--- src/rtl/adc_sample_sequencer.sv ---
// AD7673 capture sequencer: paces conversions at the sample interval, runs the
// CNVST_N/BUSY handshake and writes each converted word to sample memory.
module adc_sample_sequencer #(
    parameter int SAMPLE_INTERVAL_CLK = 3000,
    parameter int MEMORY_SIZE         = 441000,
    parameter int CNV_LOW_CLK         = 4,
    parameter int BUSY_TIMEOUT_CLK    = 250
) (
    input  logic        clk,
    input  logic        reset,
    input  logic        start,
    input  logic        stop,
    output logic        recording,
    output logic        done,
    output logic [18:0] write_pointer,
    output logic        mem_we,
    output logic [18:0] mem_addr,
    output logic [9:0]  mem_wdata,
    input  logic        BUSY,
    input  logic [17:0] AD7673_DATA,
    output logic        CNVST_N,
    output logic        overrun,
    output logic        timeout_err
);

    localparam int IW = (SAMPLE_INTERVAL_CLK > 1) ? $clog2(SAMPLE_INTERVAL_CLK) : 1;
    localparam int PW = $clog2(CNV_LOW_CLK + 1);
    localparam int TW = $clog2(BUSY_TIMEOUT_CLK + 1);

    localparam logic [IW-1:0] INT_LAST   = IW'(SAMPLE_INTERVAL_CLK - 1);
    localparam logic [PW-1:0] PHASE_LAST = PW'(CNV_LOW_CLK - 1);
    localparam logic [TW-1:0] TO_LAST    = TW'(BUSY_TIMEOUT_CLK - 1);
    localparam logic [18:0]   PTR_FULL   = 19'(MEMORY_SIZE);

    typedef enum logic [2:0] {
        IDLE, WAIT_TICK, CONV, WAIT_HI, WAIT_LO, WRITE
    } state_t;

    state_t          state, state_nxt;
    logic [IW-1:0]   int_cnt;
    logic [PW-1:0]   phase;
    logic [TW-1:0]   to_cnt;
    logic            busy_p0, busy_s;
    logic [9:0]      word_p0;
    logic            stop_pending;
    logic            tick;
    logic            start_ok, latch, fill, to_fire;
    logic [18:0]     ptr_inc;
    logic            unused_data_lsb;

    assign unused_data_lsb = ^AD7673_DATA[7:0];

    assign recording = (state != IDLE);
    assign tick      = recording && (int_cnt == INT_LAST);
    assign ptr_inc   = write_pointer + 19'd1;

    assign mem_we    = (state == WRITE);
    assign mem_addr  = mem_we ? write_pointer : '0;
    assign mem_wdata = mem_we ? word_p0 : '0;

    always_comb begin
        state_nxt = state;
        start_ok  = 1'b0;
        latch     = 1'b0;
        fill      = 1'b0;
        to_fire   = 1'b0;
        case (state)
            IDLE: begin
                if (start && !stop) begin
                    start_ok  = 1'b1;
                    state_nxt = WAIT_TICK;
                end
            end
            WAIT_TICK: begin
                // A pending stop wins: no conversion has been started yet.
                if (stop_pending)
                    state_nxt = IDLE;
                else if (tick)
                    state_nxt = CONV;
            end
            CONV: begin
                if (phase == PHASE_LAST)
                    state_nxt = WAIT_HI;
            end
            WAIT_HI: begin
                if (busy_s) begin
                    state_nxt = WAIT_LO;
                end else if (to_cnt == TO_LAST) begin
                    to_fire   = 1'b1;
                    state_nxt = WAIT_TICK;
                end
            end
            WAIT_LO: begin
                if (!busy_s) begin
                    latch     = 1'b1;
                    state_nxt = WRITE;
                end else if (to_cnt == TO_LAST) begin
                    to_fire   = 1'b1;
                    state_nxt = WAIT_TICK;
                end
            end
            WRITE: begin
                if (ptr_inc == PTR_FULL) begin
                    fill      = 1'b1;
                    state_nxt = IDLE;
                end else if (stop_pending) begin
                    state_nxt = IDLE;
                end else begin
                    state_nxt = WAIT_TICK;
                end
            end
            default: state_nxt = IDLE;
        endcase
    end

    always_ff @(posedge clk) begin
        if (reset) begin
            state         <= IDLE;
            CNVST_N       <= 1'b1;
            int_cnt       <= '0;
            phase         <= '0;
            to_cnt        <= '0;
            busy_p0       <= 1'b0;
            busy_s        <= 1'b0;
            write_pointer <= '0;
            done          <= 1'b0;
            overrun       <= 1'b0;
            timeout_err   <= 1'b0;
            stop_pending  <= 1'b0;
        end else begin
            state   <= state_nxt;
            CNVST_N <= (state_nxt != CONV);
            busy_p0 <= BUSY;
            busy_s  <= busy_p0;

            if (start_ok || !recording || int_cnt == INT_LAST)
                int_cnt <= '0;
            else
                int_cnt <= int_cnt + IW'(1);

            phase <= (state == CONV) ? phase + PW'(1) : '0;

            // Restart the BUSY-edge timeout on every state change.
            if (state_nxt != state)
                to_cnt <= '0;
            else if (state == WAIT_HI || state == WAIT_LO)
                to_cnt <= to_cnt + TW'(1);
            else
                to_cnt <= '0;

            if (start_ok)
                write_pointer <= '0;
            else if (state == WRITE)
                write_pointer <= ptr_inc;

            if (start_ok) begin
                done        <= 1'b0;
                overrun     <= 1'b0;
                timeout_err <= 1'b0;
            end else begin
                if (fill)
                    done <= 1'b1;
                if (tick && state != WAIT_TICK)
                    overrun <= 1'b1;
                if (to_fire)
                    timeout_err <= 1'b1;
            end

            if (state_nxt == IDLE)
                stop_pending <= 1'b0;
            else if (stop && recording)
                stop_pending <= 1'b1;
        end
    end

    // Capture stage: converted word, taken only once busy_s has dropped.
    always_ff @(posedge clk) begin
        if (latch)
            word_p0 <= AD7673_DATA[17:8];
    end

endmodule

--- config.mk ---
export PLATFORM = sky130hd
export DESIGN_NAME = adc_sample_sequencer
export DESIGN_NICKNAME = d
export VERILOG_FILES = /design/src/rtl/adc_sample_sequencer.sv
export SDC_FILE = /design/constraint.sdc
export NUM_CORES = 1
export LEC_CHECK = 0
export ABC_AREA = 0
export BUFFER_PORTS_ARGS = -buffer_cell sky130_fd_sc_hd__buf_2
export CORE_UTILIZATION = 45
export CTS_BUF_LIST = sky130_fd_sc_hd__clkbuf_4 sky130_fd_sc_hd__clkbuf_8
export DETAILED_ROUTE_END_ITERATION = 10
export PLACE_DENSITY = 0.8
export RECOVER_POWER = 50
export SLEW_MARGIN = 10
export SYNTH_ARGS = -nofsm -noshare
export SYNTH_HDL_FRONTEND = slang
export SYNTH_SLANG_ARGS = --single-unit
--- constraint.sdc ---
create_clock -name clk -period 2.8 [get_ports clk]
set_clock_uncertainty 0.2 [all_clocks]
set_input_delay 0.28 -clock clk [delete_from_list [all_inputs] [get_ports clk]]
set_output_delay 0.28 -clock clk [all_outputs]
set_load 0.1 [all_outputs]
After elaboration in Yosys (flattened, before gate mapping):

Cells that the tools add are included.

* register bits: 62
* output and inout port bits: 54
* word-level logic and storage cells: 70
* input port bits: 23

* mux-type cells: 22
* bitwise gates (word level): 2
* equality and inequality tests: 12
* add/sub/neg operators: 4
* reductions and logical operators: 17

Operators by type and width (count)
* 3-bit two-way mux: 7
* 19-bit by 1-bit adder with 19-bit output, second input constant: 1
* 19-bit == test, second input constant: 1
* 19-bit two-way mux: 1
* 3-bit one-hot mux with 6 select lines: 1
* 12-bit by 1-bit adder with 12-bit output, second input constant: 1
* 12-bit == test, second input constant: 1
* 1-bit two-way mux: 11
* 10-bit two-way mux: 1
* 3-bit by 2-bit == test with 1-bit output, second input constant: 3
* 8-bit by 1-bit adder with 8-bit output, second input constant: 1
* 8-bit == test, second input constant: 1
* 2-bit OR reduction: 4
* 3-bit == test, second input constant: 2
* 3-bit logical NOT: 2
* 1-bit logical AND: 4
* 3-bit by 1-bit adder with 3-bit output, second input constant: 1
* 3-bit by 1-bit == test with 1-bit output, second input constant: 1
* 1-bit logical OR: 3
* 3-bit by 1-bit inequality test with 1-bit output, second input constant: 1
* 3-bit by 2-bit inequality test with 1-bit output, second input constant: 1
* 3-bit inequality test: 1
* 3-bit nonzero test: 1
* 3-bit OR reduction: 1
* 3 further kinds: 5

Logic depth before layout (Yosys ltp):

Gate-level depths: netlist of the first run.

* depth in word-level cells: 7
* gate-level depth with buffers: 8
* mapped depth without buffers: 8

Least setup slack after synthesis of the first run:

OpenSTA, ideal clock, no wires.

* path kind: reg-to-output
* start: reg state[1]
* end: out mem_wdata[0]
* data required time: 2.320 ns
* arrival time: 2.707 ns
* path slack: -0.387 ns
* path buffers: 1
* cell stages (with the launch flop): 6
* cells stage by stage: dfxtp_1 inv_1 nand3_1 inv_1 clkbuf_1 and2_1

* word-level cells in the longest chain between the ends: 2

RTL lines
* start, declared: line 39 `state_t state, state_nxt;`
* start signal, assigned: line 131 `state <= state_nxt;`
* 3-bit == test: line 57 `assign mem_we = (state == WRITE);`
* named net mem_we: line 16 `output logic mem_we,`
* 10-bit two-way mux: line 59 `assign mem_wdata = mem_we ? word_p0 : '0;`
* end, declared: line 18 `output logic [9:0] mem_wdata,`

The timed path passes the listed nets, and every way through them passes these cells.

Worst setup path in the final report of the first run:

* start: reg state[2]
* end: reg write_pointer[3]

* word-level cells in the longest chain between the ends: 3
* elaborated cells between the ends (all ways): 4
* those cells by class: eq/ne (1); mux (1); reduce/logical (2)

RTL lines
* 3-bit logical NOT: line 67 `case (state)`
* 1-bit two-way mux: line 67
* 2-bit OR reduction (no source line)
* end signal, assigned: line 154 `write_pointer <= ptr_inc;`
* end, declared: line 15 `output logic [18:0] write_pointer,`

Parallel ways exist; a longest one is shown, timed or not.
A chain may end at the register's enable or synchronous reset.

==> run_results.csv, run 1 <==
group,metric,value,unit
grt,grt_first_pass_wirelength,11100,microns
cells_and_area,final_common_cell,"nor2_1",
cts,cts_setup_buffers,0,
cts,cts.path.max_buffers,2,
placed_design,dp.cells,482,
placed_design,dp_hpwl,4560,microns
logic_synthesis,synth_warnings,0,
logic_synthesis,ys_types,54,
worst_setup_path,cp_max_fo,21,
pwr,ir_drop,0.000276,V
sta,fmax,398,MHz
sta,finalHoldViolCount,0,
floorplanning,design.die.area,7170,sq um
cts,clk_pin_slew,0.07,ns
cts,hold_buffers,13,
placed_design,globalplace.congestion,0.913,
cells_and_area,mostFrequentLayoutCells,"56 x nor2_1, 49 x dfxtp_1, 28 x and2_1, 28 x buf_12, 26 x clkbuf_1",
cts,cts-buffers-inserted,9,
logic_synthesis,ys_seq_elements,62,
worst_hold_path,min_path_type,"input port to register",
floorplanning,core-area,6460,sq um
grt,grt_antenna_before_repair,0,
pwr,finalPower,0.00183,W
route,routed-via-count,2639,
grt,grt_busiest_layer,"met2",
pwr,power_density,434,nW/um^2
route,drtIter0Drc,204,
floorplanning,io_pins,77,
logic_synthesis,yosys.area.top_type_share,33.8,%
route,drt-total-wl,6560,microns
sta,setup_viol,0,
floorplanning,die_x,84.7,microns
route,postRouteAntennaNets,0,
grt,overflow,0,
worst_setup_path,crit_type,"register to register",
grt,met3_usage,4.72,%
logic_synthesis,synth_area_per_cell,8.94,sq um
worst_setup_path,crit_path_end_kind,"register",
grt,grt_pass1_vias,2497,
route,wl_per_cell,12.8,microns
cells_and_area,drive_above_1_share,19.4,%
logic_synthesis,ys_seq_area_share,43.6,%
cells_and_area,final_cells,511,
sta,period_share,89.7,%
floorplanning,die_h,84.7,microns
floorplanning,start_util,47.6,%
worst_setup_path,required,2.79,ns
logic_synthesis,syn-num-nets,374,
logic_synthesis,dominantRegCellSynth,"dfxtp_1",
placed_design,place_ws,0.483,ns
cells_and_area,final_nets,459,
job,drv_cap,0,
status,outcome,"completed",
grt,grt_max_degree,27,
sta,tightestPinTransition,1.19,ns
cells_and_area,area.growth.synth_to_final,36.9,%
cells_and_area,n_antenna_cell,0,
cts,cts_tree,"built",
sta,postLayoutSetupSlackWorst,0.288,ns
sta,final_max_slew_viol_count,0,
logic_synthesis,yosysTopAreaCell,"dfxtp_1",
grt,grt_usage,19.6,%
sta,rsz0062_at_grt,"false",
logic_synthesis,synth_edf_count,10,
worst_setup_path,cp-start-kind,"register",
route,vias_per_cell,5.16,
floorplanning,rows,29,
logic_synthesis,async_flop_share,0,%
sta,tns,0,ns
grt,grtUsageMet1,23.0,%
cts,cts.sinks,62,
cts,clk_latency,0.34,ns
grt,grtUsageMet2,32.2,%
logic_synthesis,netlist_instances,344,
cts,ctsResizeCount,0,
pwr,leakage,1.54,nW
sta,max-slew-margin-rel,21.3,%
route,dr.pass1.iters,7,
sta,hold_ws,0.157,ns
cts,cts_root_buffer,"clkbuf_8",
logic_synthesis,synth_area_leaders,"dfxtp_1 34%, edfxtp_1 9.8%, nor2_1 7.1%",
placed_design,numPortBuffers,68,
sta,min_period,2.51,ns
logic_synthesis,syn-cell-area,3080,sq um
worst_setup_path,critPathArrivalTime,2.50,ns
cts,htree_levels,3,
route,drc_errors,0,
## registers in the layout, summed over array words and instances (netlist names)
register	count
CNVST_N	1
busy_p0	1
busy_s	1
done	1
int_cnt	12
overrun	1
phase	3
state	3
stop_pending	1
timeout_err	1
to_cnt	8
word_p0	10
write_pointer	19
## synth_stat cells (10+ instances only)
| master | number |
|---|---|
| dfxtp_1 | 52 |
| inv_1 | 13 |
| nand2_1 | 25 |
| a21oi_1 | 11 |
| xor2_1 | 16 |
| xnor2_1 | 20 |
| nand3_1 | 17 |
| edfxtp_1 | 10 |
| nor2_1 | 58 |
| and2_1 | 28 |
## worst paths after layout
check	start	to	slack, ns	cells after the start
hold reg to reg	phase[0]	phase[0]	0.22	1
setup reg to reg	state[2]	write_pointer[3]	0.29	5
setup / recovery	state[2]	write_pointer[3]	0.29	5
hold / removal	stop	stop_pending	0.16	5
## routing by layer
layer	part of all wire, %	up-vias
met5	0	-
li1	-	1332
met2	49	90
met4	2.7	0
met1	43	1200
met3	5.1	17
## final cells by class
type,instances,area [sq um]
multi-input combinational,257,1620
sequential,62,1350
inverter,13,48.8
timing repair buffer,86,888
fill,548,2250
clock inverter,7,88.8
clock buffer,9,124
tap,77,96.3
## cell families (layout without fill, tap and decap cells)
family	count (synthesis)	count (layout)	synth area share, %
flip-flops	62	62	43.6
AND/OR/NAND/NOR	176	176	31.3
adder cells (fa/ha/maj)	7	7	2.85
XOR/XNOR	36	36	10.2
AO/OA/AOI/OAI	37	37	8.30
multiplexers	1	1	0.325
buffers and inverters	25	115	3.42
## where the power goes
| part | total (W) | internal, W | switching [W] |
|---|---|---|---|
| Sequential | 0.000912 | 0.000907 | 0.00000469 |
| Clock | 0.000850 | 0.000494 | 0.000356 |
| Combinational | 0.0000666 | 0.0000299 | 0.0000367 |
## stage by stage
stage | util (%) | cell area (sq um)
5_1_grt | 65.2 | 4210
3_3_place_gp | 60.8 | 3920
3_5_place_dp | 60.8 | 3920
6_report | 65.2 | 4210
4_1_cts | 66.1 | 4270
2_1_floorplan | - | 3090
## worst max-delay path, cell delays in order, from the launching register on
cell and delay, ns:
dfxtp_1 0.33, clkbuf_2 0.21, or3_1 0.41, o21ai_0 0.28, clkbuf_1 0.80, nor2_1 0.12
(Power assumes the default switching activity.)
==> inputs of run 2 (changes only) <==
- CTS_BUF_LIST: sky130_fd_sc_hd__clkbuf_4 sky130_fd_sc_hd__clkbuf_8 -> not set
- SETUP_SLACK_MARGIN: not set -> 0.2
==> run_results.csv, run 2 (synthesis gave the netlist of run 1 again) <==
group,metric,value,unit
status,outcome,"completed",
worst_hold_path,holdPathEnd,"stop_pending",
cts,cts.sinks,62,
worst_setup_path,crit_type,"register to output pin",
route,drtIter0Drc,163,
route,drt-total-wl,6470,microns
cells_and_area,largestRegisters,"write_pointer x19, int_cnt x12, word_p0 x10",
grt,grt_antenna_before_repair,0,
worst_hold_path,min_path_type,"input port to register",
grt,grt_pass1_vias,2489,
cts,cts-buffers-inserted,9,
cells_and_area,final_util,65.1,%
sta,finalHoldViolCount,0,
floorplanning,die_x,84.7,microns
route,wl_per_cell,12.7,microns
sta,rsz0062_at_grt,"false",
sta,period_share,86.4,%
worst_setup_path,cp_max_fo,25,
sta,hold_ws,0.172,ns
sta,setup_viol,0,
grt,grt_usage,19.3,%
worst_hold_path,min_from,"stop",
placed_design,numPortBuffers,68,
sta,tightestPinTransition,1.24,ns
grt,overflow,0,
cts,clk_latency,0.33,ns
cells_and_area,final_common_cell,"nor2_1",
floorplanning,rows,29,
placed_design,dp_hpwl,4590,microns
sta,postLayoutSetupSlackWorst,0.380,ns
cells_and_area,n_fill_cell,514,
floorplanning,start_util,47.6,%
pwr,ir_drop,0.000341,V
floorplanning,core-area,6460,sq um
cts,cts_root_buffer,"clkbuf_8",
worst_setup_path,ff2ff_setup_slack,0.42,ns
pwr,power_density,390,nW/um^2
cells_and_area,final_nets,458,
worst_hold_path,holdPathStages,5,
worst_setup_path,critPathArrivalTime,1.94,ns
cells_and_area,mostFrequentLayoutCells,"56 x nor2_1, 38 x dfxtp_1, 29 x buf_12",
pwr,leakage,1.52,nW
cells_and_area,largest_reg_flops,19,
worst_setup_path,r2r-start,"int_cnt[10]",
cells_and_area,area.growth.synth_to_final,36.6,%
route,vias_per_cell,5.11,
cts,cts_tree,"built",
cts,cts_setup_buffers,0,
floorplanning,io_pins,77,
route,drc_errors,0,
worst_setup_path,cp-start-kind,"register",
route,dr.pass1.iters,6,
floorplanning,die_h,84.7,microns
worst_setup_path,crit_path_end_kind,"output pin",
cells_and_area,max_flop_register,"write_pointer",
placed_design,globalplace.congestion,0.900,
sta,min_period,2.42,ns
worst_setup_path,rr_worst_depth,4,
worst_setup_path,required,2.32,ns
sta,fmax,413,MHz
sta,tns,0,ns
cts,htree_levels,3,
worst_setup_path,worstReg2RegEnd,"int_cnt[2]",
cells_and_area,drive_above_1_share,23.6,%
cts,clk_pin_slew,0.07,ns
route,routed-via-count,2608,
sta,max-slew-margin-rel,17.5,%
placed_design,place_ws,0.479,ns
floorplanning,design.die.area,7170,sq um
route,postRouteAntennaNets,0,
job,drv_cap,0,
cts,cts.path.max_buffers,2,
sta,final_max_slew_viol_count,0,
cells_and_area,n_antenna_cell,0,
grt,grt_max_degree,26,
grt,grt_first_pass_wirelength,11000,microns
-- run 2: layer usage --
layer  part of all wire (%)  track usage (%)  vias up
li1                       -                -     1330
met1                     44             23.9     1201
met2                     50             31.6       71
met3                    5.1             5.31        6
met4                    1.3             8.63        0
met5                      0                0        -
-- run 2: area by class of cell --
class                           instances  area (sq um)  area share, %
Multi-Input combinational cell        257          1630           38.8
Sequential cell                        62          1360           32.3
Timing Repair Buffer                   85           896           21.3
Clock buffer                           12           145           3.45
Tap cell                               77          96.3           2.29
Inverter                               13          52.6           1.25
Clock inverter                          4          22.5          0.536
-- run 2: how the worst max path moves through the flow --
stage | start | to | slack, ns | cells after the start
after floorplan | state[1] | mem_wdata[0] | 0.06 | 5
after global placement | write_pointer[0] | state[0] | 0.55 | 7
after detailed placement | write_pointer[0] | stop_pending | 0.48 | 7
after CTS | state[2] | mem_addr[4] | 0.24 | 6
after global routing | write_pointer[0] | stop_pending | 0.23 | 7
final | state[1] | mem_addr[4] | 0.38 | 7
-- run 2: critical path, stage by stage (launching register included) --
cell        delay (ns)
dfxtp_2           0.40
inv_1             0.13
nand3_1           0.09
buf_4             0.19
clkinvlp_4        0.20
buf_12            0.21
and2_1            0.21
buf_12            0.18
-- run 2: stage by stage --
step	cell area [sq um]	total power [W]	std cells
after floorplan	3110	0.000966	344
after global placement	3950	0.000983	481
after detailed placement	3950	0.000984	481
after CTS	4250	0.00166	510
after global routing	4200	0.00171	510
final	4200	0.00164	510
-- run 2: power by group --
| part | leakage, nW | internal, W | switching [W] |
|---|---|---|---|
| sequential | 0.516 | 0.000908 | 0.00000481 |
| combinational | 0.920 | 0.0000297 | 0.0000365 |
| clock | 0.0861 | 0.000341 | 0.000321 |
| total | 1.52 | 0.00128 | 0.000362 |
-- run 2: timing repair --
item                       4_1_cts  5_1_grt
hold buffers                    13        0
hold endpoints to repair        14        0
gates resized for setup          0        3
setup endpoints to repair        0       21
==> inputs of run 3 (changes only) <==
- ABC_AREA: 0 -> 1
==> run_results.csv, run 3 <==
group,metric,value,unit
cts,clk_pin_slew,0.07,ns
cts,clk_latency,0.34,ns
sta,max-slew-margin-rel,19.8,%
logic_synthesis,ys_seq_area_share,42.0,%
pwr,ir_drop,0.000408,V
logic_synthesis,synth-compound-area-share,8.55,%
worst_setup_path,cp-start-kind,"register",
floorplanning,die_x,86.2,microns
logic_synthesis,synth_edf_count,10,
floorplanning,die_h,86.2,microns
worst_setup_path,r2r-start,"write_pointer[0]",
sta,setup_viol,0,
logic_synthesis,async_flop_share,0,%
floorplanning,design.die.area,7430,sq um
worst_setup_path,crit_path_end_kind,"output pin",
sta,period_share,88.4,%
floorplanning,start_util,46.7,%
pwr,leakage,1.65,nW
route,drtIter0Drc,148,
logic_synthesis,synthAdderAreaFrac,2.75,%
route,drt-total-wl,7400,microns
worst_setup_path,worstReg2RegEnd,"to_cnt[1]",
sta,tightestPinTransition,1.21,ns
sta,min_period,2.47,ns
grt,grt_max_degree,46,
cts,cts.sinks,62,
logic_synthesis,synth_most_common_cell,"nand2_1",
logic_synthesis,syn-cell-area,3190,sq um
grt,overflow,0,
cells_and_area,final_util,58.9,%
sta,rsz0062_at_grt,"true",
floorplanning,rows,30,
placed_design,globalplace.congestion,0.879,
placed_design,dp_hpwl,5360,microns
cells_and_area,largestRegisters,"write_pointer x19, int_cnt x12, word_p0 x10",
route,vias_per_cell,4.82,
status,outcome,"completed",
logic_synthesis,synth_common_cells,"95 x nand2_1, 89 x nor2_1, 77 x inv_1",
worst_setup_path,ff2ff_setup_slack,0.50,ns
cells_and_area,drive_above_1_share,18.2,%
sta,fmax,404,MHz
cells_and_area,mostFrequentLayoutCells,"95 x nand2_1, 88 x nor2_1, 77 x inv_1",
worst_setup_path,rr_worst_depth,17,
logic_synthesis,netlist_instances,458,
worst_hold_path,min_from,"stop",
logic_synthesis,syn-num-nets,488,
logic_synthesis,synth_area_leaders,"dfxtp_1 33%, nand2_1 11%, nor2_1 10%",
worst_setup_path,crit_type,"register to output pin",
logic_synthesis,synth_area_per_cell,6.97,sq um
logic_synthesis,synth_xor_area_share,2.75,%
job,drv_cap,0,
logic_synthesis,yosys.area.top_type_share,32.6,%
cells_and_area,max_flop_register,"write_pointer",
logic_synthesis,synth_warnings,0,
logic_synthesis,yosysTopAreaCell,"dfxtp_1",
cells_and_area,area.growth.synth_to_final,26.0,%
logic_synthesis,synthSimpleGateAreaFrac,33.5,%
worst_setup_path,critPathArrivalTime,1.99,ns
worst_setup_path,cp-endpoint,"mem_addr[0]",
cts,cts-buffers-inserted,9,
logic_synthesis,ys_types,32,
worst_setup_path,crit_start,"state[2]",
cells_and_area,final_cells,645,
cells_and_area,final_nets,574,
placed_design,numPortBuffers,68,
route,dr.pass1.iters,4,
route,routed-via-count,3111,
logic_synthesis,dominantRegCellSynth,"dfxtp_1",
logic_synthesis,ys_seq_elements,62,
grt,grt_antenna_before_repair,0,
worst_setup_path,required,2.32,ns
floorplanning,core-area,6830,sq um
cells_and_area,final_common_cell,"nand2_1",
cts,cts_root_buffer,"clkbuf_8",
grt,grt_first_pass_wirelength,12000,microns
grt,grt_pass1_vias,2869,
cts,cts.path.max_buffers,2,
worst_hold_path,min_path_type,"input port to register",
logic_synthesis,synth_top_family_by_area,"simple AND/OR/NAND/NOR gates",
sta,finalHoldViolCount,0,
cells_and_area,largest_reg_flops,19,
grt,grt_usage,20.5,%
route,drc_errors,0,
cells_and_area,n_antenna_cell,0,
pwr,power_density,410,nW/um^2
route,postRouteAntennaNets,0,
route,wl_per_cell,11.5,microns
placed_design,dp.cells,616,
sta,final_max_slew_viol_count,0,
cts,cts_tree,"built",
worst_setup_path,cp_max_fo,45,
floorplanning,io_pins,77,
logic_synthesis,synth.mux.area_fraction,0,%
cts,htree_levels,3,
## run 3: cell type report
cell class	instances	area, sq um
repair buffers	84	532
inverters	80	300
multi-input cells	307	1540
well taps	96	120
clock inverters	6	38.8
flip-flops and latches	62	1360
fillers	658	2810
clock buffers	10	128
## run 3: through the flow
stage	power [W]	instance area (sq um)	hold WS [ns]	setup slack [ns]	TNS [ns]
6_report	0.00165	4020	0.0933	0.326	0
5_1_grt	0.00171	4020	0.116	0.166	0
4_1_cts	0.00166	3960	0.0861	0.236	0
3_5_place_dp	0.000987	3660	0.201	0.398	0
3_3_place_gp	0.000984	3660	0.189	0.466	0
2_1_floorplan	0.000966	3210	0.179	-0.188	-5.24
## run 3: power by group
group / total (W) / switching, W / leakage (nW) / internal [W]
Clock: 0.000667 / 0.000352 / 0.0720 / 0.000316
Combinational: 0.0000713 / 0.0000428 / 1.06 / 0.0000284
Sequential: 0.000909 / 0.00000238 / 0.516 / 0.000906
Total: 0.00165 / 0.000397 / 1.65 / 0.00125
## run 3: kinds of logic after synthesis
logic type,after synthesis
AND/OR/NAND/NOR,244
XOR/XNOR,10
AO/OA/AOI/OAI,46
flip-flops,62
buffers and inverters,89
adder cells (fa/ha/maj),7
## run 3: worst min path at each step
| stage | end | cells after the start |
|---|---|---|
| 2_1_floorplan | word_p0[0] | 0 |
| 3_3_place_gp | busy_s | 2 |
| 3_5_place_dp | busy_s | 2 |
| 4_1_cts | stop_pending | 5 |
| 6_report | stop_pending | 5 |
| 5_1_grt | stop_pending | 5 |
## run 3: worst max-delay path, cell delays in order (launching register included)
cell	delay, ns
dfxtp_1	0.44
inv_1	0.12
nor3_2	0.17
inv_2	0.31
nor2_2	0.25
clkbuf_4	0.37
## run 3: layer usage
layer	up-vias	wire [microns]	global-route usage (%)
met2	79	3750	37.2
met4	0	91	6.67
met3	8	400	6.67
li1	1595	-	-
met1	1429	3150	22.6
met5	-	0	0
## run 3: repair_timing
action / 4_1_cts / 5_1_grt
resized for setup: 0 / 33
setup endpoints to repair: 0 / 38
hold buffers: 13 / 0
endpoints found under the hold margin: 12 / 0
buffers inserted: 0 / 0
